==> src/rtl/sha256_pkg.sv <==
// Shared definitions for the SHA-256 message padder: state encoding,
// padding constants and byte-lane helpers for partial 32-bit beats.
package sha256_pkg;

  typedef enum logic [1:0] {
    ST_LOAD  = 2'd0,
    ST_PAD   = 2'd1,
    ST_ISSUE = 2'd2,
    ST_BUSY  = 2'd3
  } padder_state_t;

  localparam logic [31:0] MARKER_WORD = 32'h8000_0000;
  localparam logic [3:0]  LEN_HI_IDX  = 4'd14;
  localparam logic [3:0]  LEN_LO_IDX  = 4'd15;

  // Keep the first nbytes bytes of a big-endian word (byte 0 is [31:24]).
  function automatic logic [31:0] byte_mask(input logic [2:0] nbytes);
    logic [31:0] m;
    case (nbytes)
      3'd0:    m = 32'h0000_0000;
      3'd1:    m = 32'hFF00_0000;
      3'd2:    m = 32'hFFFF_0000;
      3'd3:    m = 32'hFFFF_FF00;
      default: m = 32'hFFFF_FFFF;
    endcase
    return m;
  endfunction

  // 0x80 marker placed in the first byte lane after nbytes data bytes.
  function automatic logic [31:0] marker_at(input logic [2:0] nbytes);
    logic [31:0] m;
    case (nbytes)
      3'd0:    m = 32'h8000_0000;
      3'd1:    m = 32'h0080_0000;
      3'd2:    m = 32'h0000_8000;
      3'd3:    m = 32'h0000_0080;
      default: m = 32'h0000_0000;
    endcase
    return m;
  endfunction

endpackage

==> src/rtl/sha256_padder.sv <==
// SHA-256 front end: packs a stream of big-endian 32-bit beats into 512-bit
// blocks, appends the 0x80 marker, zero fill and 64-bit bit length, hands
// each block to the hash core with init/next, and captures the final digest.
module sha256_padder
  import sha256_pkg::*;
#(
  parameter int BYTE_CNT_W = 61
) (
  input  logic         clk,
  input  logic         reset,
  input  logic         in_valid,
  output logic         in_ready,
  input  logic [31:0]  in_data,
  input  logic [2:0]   in_nbytes,
  input  logic         in_last,
  input  logic         core_ready,
  input  logic         core_digest_valid,
  input  logic [255:0] core_digest,
  output logic         core_init,
  output logic         core_next,
  output logic [511:0] core_block,
  output logic [255:0] digest,
  output logic         digest_valid
);

  padder_state_t         state_reg;
  logic [3:0]            idx_reg;
  logic [BYTE_CNT_W-1:0] cnt_reg;
  logic                  first_reg;
  logic                  marker_done_reg;
  logic                  final_reg;
  logic                  last_seen_reg;
  logic                  init_reg;
  logic                  next_reg;
  logic [255:0]          digest_reg;
  logic                  digest_valid_reg;

  logic [2:0]            eff_nbytes;
  logic [31:0]           load_word;
  logic [31:0]           pad_word;
  logic [31:0]           word_wdata;
  logic [63:0]           len_bits;
  logic                  load_fire;
  logic                  pad_fire;
  logic                  word_we;
  logic                  blk_done;

  assign in_ready     = (state_reg == ST_LOAD) && !reset;
  assign core_init    = init_reg;
  assign core_next    = next_reg;
  assign digest       = digest_reg;
  assign digest_valid = digest_valid_reg;

  assign load_fire = (state_reg == ST_LOAD) && in_valid;
  assign pad_fire  = (state_reg == ST_PAD);
  assign word_we   = load_fire || pad_fire;
  assign len_bits  = 64'({cnt_reg, 3'b000});

  // The core still shows the previous result during the pulse cycle, so
  // completion is only accepted once the pulse has dropped.
  assign blk_done = (state_reg == ST_BUSY) && core_ready && core_digest_valid
                    && !init_reg && !next_reg;

  // Decode the incoming beat and the padding word for the current index
  always_comb begin
    eff_nbytes = in_nbytes;
    if (in_nbytes > 3'd4 || (in_nbytes == 3'd0 && !in_last)) begin
      eff_nbytes = 3'd4;
    end

    load_word = in_data & byte_mask(eff_nbytes);
    if (in_last) begin
      load_word = load_word | marker_at(eff_nbytes);
    end

    pad_word = 32'h0;
    if (!marker_done_reg) begin
      pad_word = MARKER_WORD;
    end else if (idx_reg == LEN_HI_IDX) begin
      pad_word = len_bits[63:32];
    end else if (idx_reg == LEN_LO_IDX && final_reg) begin
      pad_word = len_bits[31:0];
    end

    word_wdata = pad_fire ? pad_word : load_word;
  end

  // Block buffer: sixteen word registers, one written per cycle at idx
  genvar gi;
  generate
    for (gi = 0; gi < 16; gi++) begin : g_word
      logic [31:0] word_reg;

      // Capture the addressed word; wipe the block once the core is done
      always_ff @(posedge clk) begin
        if (reset || blk_done) begin
          word_reg <= '0;
        end else if (word_we && idx_reg == 4'(gi)) begin
          word_reg <= word_wdata;
        end
      end

      assign core_block[511-32*gi -: 32] = word_reg;
    end
  endgenerate

  // Control FSM: load, pad, hand block to core, wait for result
  always_ff @(posedge clk) begin
    if (reset) begin
      state_reg        <= ST_LOAD;
      idx_reg          <= '0;
      cnt_reg          <= '0;
      first_reg        <= 1'b1;
      marker_done_reg  <= 1'b0;
      final_reg        <= 1'b0;
      last_seen_reg    <= 1'b0;
      init_reg         <= 1'b0;
      next_reg         <= 1'b0;
      digest_reg       <= '0;
      digest_valid_reg <= 1'b0;
    end else begin
      init_reg <= 1'b0;
      next_reg <= 1'b0;
      case (state_reg)
        ST_LOAD: begin
          if (in_valid) begin
            idx_reg          <= idx_reg + 4'd1;
            cnt_reg          <= cnt_reg + BYTE_CNT_W'(eff_nbytes);
            digest_valid_reg <= 1'b0;
            if (in_last) begin
              last_seen_reg   <= 1'b1;
              marker_done_reg <= (eff_nbytes < 3'd4);
              state_reg       <= (idx_reg == LEN_LO_IDX) ? ST_ISSUE : ST_PAD;
            end else if (idx_reg == LEN_LO_IDX) begin
              state_reg <= ST_ISSUE;
            end
          end
        end
        ST_PAD: begin
          idx_reg <= idx_reg + 4'd1;
          if (!marker_done_reg) begin
            marker_done_reg <= 1'b1;
          end else if (idx_reg == LEN_HI_IDX) begin
            final_reg <= 1'b1;
          end
          if (idx_reg == LEN_LO_IDX) begin
            state_reg <= ST_ISSUE;
          end
        end
        ST_ISSUE: begin
          if (core_ready) begin
            init_reg  <= first_reg;
            next_reg  <= !first_reg;
            first_reg <= 1'b0;
            state_reg <= ST_BUSY;
          end
        end
        ST_BUSY: begin
          if (blk_done) begin
            idx_reg <= '0;
            if (final_reg) begin
              digest_reg       <= core_digest;
              digest_valid_reg <= 1'b1;
              cnt_reg          <= '0;
              first_reg        <= 1'b1;
              marker_done_reg  <= 1'b0;
              final_reg        <= 1'b0;
              last_seen_reg    <= 1'b0;
              state_reg        <= ST_LOAD;
            end else if (last_seen_reg) begin
              state_reg <= ST_PAD;
            end else begin
              state_reg <= ST_LOAD;
            end
          end
        end
        default: state_reg <= ST_LOAD;
      endcase
    end
  end

endmodule

==> config.mk <==
export PLATFORM = sky130hd
export DESIGN_NAME = sha256_padder
export DESIGN_NICKNAME = d
export VERILOG_FILES = /design/src/rtl/sha256_pkg.sv /design/src/rtl/sha256_padder.sv
export SDC_FILE = /design/constraint.sdc
export NUM_CORES = 2
export LEC_CHECK = 0
export CORE_AREA = 2 2 411 413
export DETAILED_ROUTE_END_ITERATION = 6
export DIE_AREA = 0 0 413 415
export PLACE_DENSITY = 0.47
export RECOVER_POWER = 100
export SLEW_MARGIN = 40
export SYNTH_ARGS = -nofsm -noshare
export SYNTH_HDL_FRONTEND = slang
export SYNTH_SLANG_ARGS = --single-unit
==> constraint.sdc <==
create_clock -name clk -period 2.84 [get_ports clk]
set_clock_uncertainty 0.1 [all_clocks]
set_input_delay 0.568 -clock clk [delete_from_list [all_inputs] [get_ports clk]]
set_output_delay 0.568 -clock clk [all_outputs]
set_load 0.01 [all_outputs]
==> impl_metrics.toml <==
[cts]
clockRootBuffer = "clkbuf_16"
numClockSinks = 842
ctsLongestPathBuffers = 3
numCtsBuffers = 102
clkTransAtPathRegs_ns = 0.06
tritoncts = "done"
clk_latency_ns = 0.71
htreeDepth = 3

[place]
io_buffers = 1068
pre_cts_ws_ns = -0.468
post_dp_cell_area_um2 = 44200
gp_congestion = 0.872
dp_hpwl_um = 120000

[final_layout]
register_area_um2 = 16900
final_util_pct = 28.3
fin_nets = 4757
design_area_um2 = 47200
nFillCells = 17800
largest_register_ffs = 512
multi_input_area_um2 = 11400
area_growth_pct = 61.2
drive_gt1_share_pct = 8.53

[timing]
maxSlewViolCount = 0
finalSetupViolCount = 0
slew_headroom_pct = 46.0
fmax_mhz = 362
fin_setup_tns_ns = 0
rsz0062_at_grt = "false"
setup_slack_ns = 0.0755
min_period_ns = 2.76
hold_viol = 0
min_period_over_period_pct = 97.3
tightest_slew_ns = 0.810

[setup_path]
cp-end-kind = "primary output"
path_cells = "dlygate4sd3_1, buf_8, nor3_1, buf_4, dlygate4sd2_1"
cp.arrival_ns = 2.10
crit_slowest_cell = "dlygate4sd3_1"
cp_data_required_time_ns = 2.17
crit_fanout = 12
slowest_delay_ns = 0.60
path_class = "input port to primary output"
startpoint_type = "input port"

[floorplanning]
fp.dieW_um = 413
dieArea_um2 = 171000
core_um2 = 167000
die_h_um = 415
rows = 150
io_pins = 1069
start_util_pct = 17.6

[logic_synthesis]
synth_flop_cell = "dfxtp_1"
synthTopCellsByArea = "dfxtp_1 58%, a21oi_1 12%, o21ai_0 7.4%, nand2_1 7.3%, clkbuf_1 3.2%"
syn_area_per_cell_um2 = 8.69
syn_inst = 3372
synth_nets = 3678
synth.top_cell.area_share_pct = 57.5
synthArstFlopShare_pct = 0
ys_ff_latch = 842
ys_types = 59
yosysWarnings = 0
synth_area_um2 = 29300
synth_top_area_cell = "dfxtp_1"
synth_edf_count = 0
seq_area_frac_synth_pct = 57.5

[route]
dr_total_vias = 29000
detail_route.wl_per_cell_um = 23.5
drt-initial-drc-count = 1855
avgViaCountPerCell = 4.30
drc = 0
dr.pass1.iters = 7
ant_nets = 0
finalWirelength_um = 159000

[run]
max-cap-violations = 0

[global_routing]
grt_overflow = 0
grt_pass1_wl_um = 218000
grt_start_max_net_pins = 100
grt_usage_pct = 17.8
grt_pass1_vias = 27400
antenna_found_initial = 28

[outcome]
outcome = "completed"

[pwr]
clkPwrFrac_pct = 49.4
leakage_uw = 0.0188
power_switching_uw = 6890
fin_total_pwr_uw = 27900
power_density_nw_per_um2 = 592
p_seq_share_pct = 43.1
combinationalPowerShare_pct = 7.5
irDropWorstVdd_mv = 0.450
intPower_uw = 21100
p_sw_share_pct = 24.6

[worst_hold_path]
hp-class = "input port to register"
## final cells by class
type                    count  share of cell area [%]
flip-flops and latches    842                    35.7
repair buffers           1271                    26.7
multi-input cells        2222                    24.2
clock buffers             153                    6.38
well taps                2204                    5.84
clock inverters            38                    1.14
inverters                  12                  0.0954
diodes                      6                  0.0318
## routing by layer
layer	vias to the layer above	part of all wire, %	global-route usage, %
met5	-	0.12	0
met4	28	3.1	5.31
met3	238	6.9	4.64
met2	1008	50	31.6
met1	13800	40	20.7
li1	13900	-	-
## worst paths after layout
path,end,slack (ns),startpoint,depth (start not counted)
setup / recovery,in_ready,0.08,reset,5
hold reg to reg,digest[216],0.35,digest[216],2
hold / removal,digest[33],0.30,core_digest[33],3
setup reg to reg,g_word[7].word_reg[12],0.08,state_reg[1],6
## cell usage in the layout (no fill, tap or decap), types with 9 or more instances in the layout
cell | synthesis | layout
clkinv_2 | 0 | 13
and3_1 | 10 | 10
bufinv_16 | 0 | 9
dfxtp_1 | 842 | 841
clkbuf_4 | 0 | 23
or3_1 | 14 | 14
dlygate4sd3_1 | 0 | 773
clkdlybuf4s50_1 | 0 | 294
o31ai_1 | 15 | 15
nand2_1 | 567 | 565
xor2_1 | 19 | 19
a211oi_1 | 80 | 80
clkbuf_2 | 0 | 15
nand4_1 | 33 | 33
clkbuf_1 | 253 | 50
inv_1 | 12 | 12
or4_1 | 18 | 18
nor2_4 | 0 | 9
a21oi_1 | 722 | 716
o21ai_0 | 432 | 431
buf_12 | 0 | 39
buf_4 | 7 | 90
clkbuf_16 | 0 | 102
mux2i_1 | 20 | 20
nor2_1 | 143 | 132
nand3_1 | 24 | 25
nor3_1 | 7 | 9
clkbuf_8 | 0 | 27
a222oi_1 | 18 | 18
## what timing repair did
item,CTS,global route
endpoints found under the hold margin,7,0
endpoints found under the setup margin,1,0
setup buffers,0,0
hold buffers,1,0
gates resized for setup,2,0
## cells by family (layout without fill, tap and decap cells)
| kind of cell | count (synthesis) | in the layout | synth area share, % |
|---|---|---|---|
| AOI/OAI and AO/OA | 1302 | 1302 | 23.7 |
| xor gates and xnor gates | 27 | 27 | 0.807 |
| adders and majority gates | 9 | 9 | 0.410 |
| buffers and inverters | 308 | 1474 | 4.17 |
| DFF | 842 | 842 | 57.5 |
| muxes | 20 | 20 | 0.683 |
| other | 0 | 6 | 0 |
| and+or+nand+nor | 864 | 864 | 12.7 |
## synth_stat cells (all sizes together) (5+ instances only)
library cell  instances
dfxtp               842
a21oi               722
nand2               568
o21ai               433
clkbuf              253
nor2                144
a211oi               81
buf                  43
nand4                35
nand3                25
mux2i                20
xor2                 19
a222oi               18
or4                  18
o31ai                15
or3                  14
nor3                 13
inv                  12
and3                 10
ha                    8
xnor2                 8
a22o                  7
a22oi                 7
nand2b                7
and4                  6
and2                  5
nor4                  5
## power groups by stage
stage / combinational, µW / sequential, µW / clock [µW]
floorplan: 605 / 12400 / 0
global placement: 2240 / 12300 / 0
detailed placement: 2250 / 12300 / 0
CTS: 2260 / 12100 / 14200
global route: 2230 / 12100 / 14700
finish: 2090 / 12100 / 13800
## per-stage QoR
step	hold slack, ns	instances
global placement	0.341	6548
floorplan	0.337	3372
detailed placement	0.345	6549
CTS	0.206	6741
finish	0.297	6748
global route	0.232	6742
## worst max-delay path: cells and delay by family
kind,cells,cell delay (ns)
buf+inv,4,1.28
simple gates,1,0.21
No activity file was read; power rests on OpenSTA's default activity.
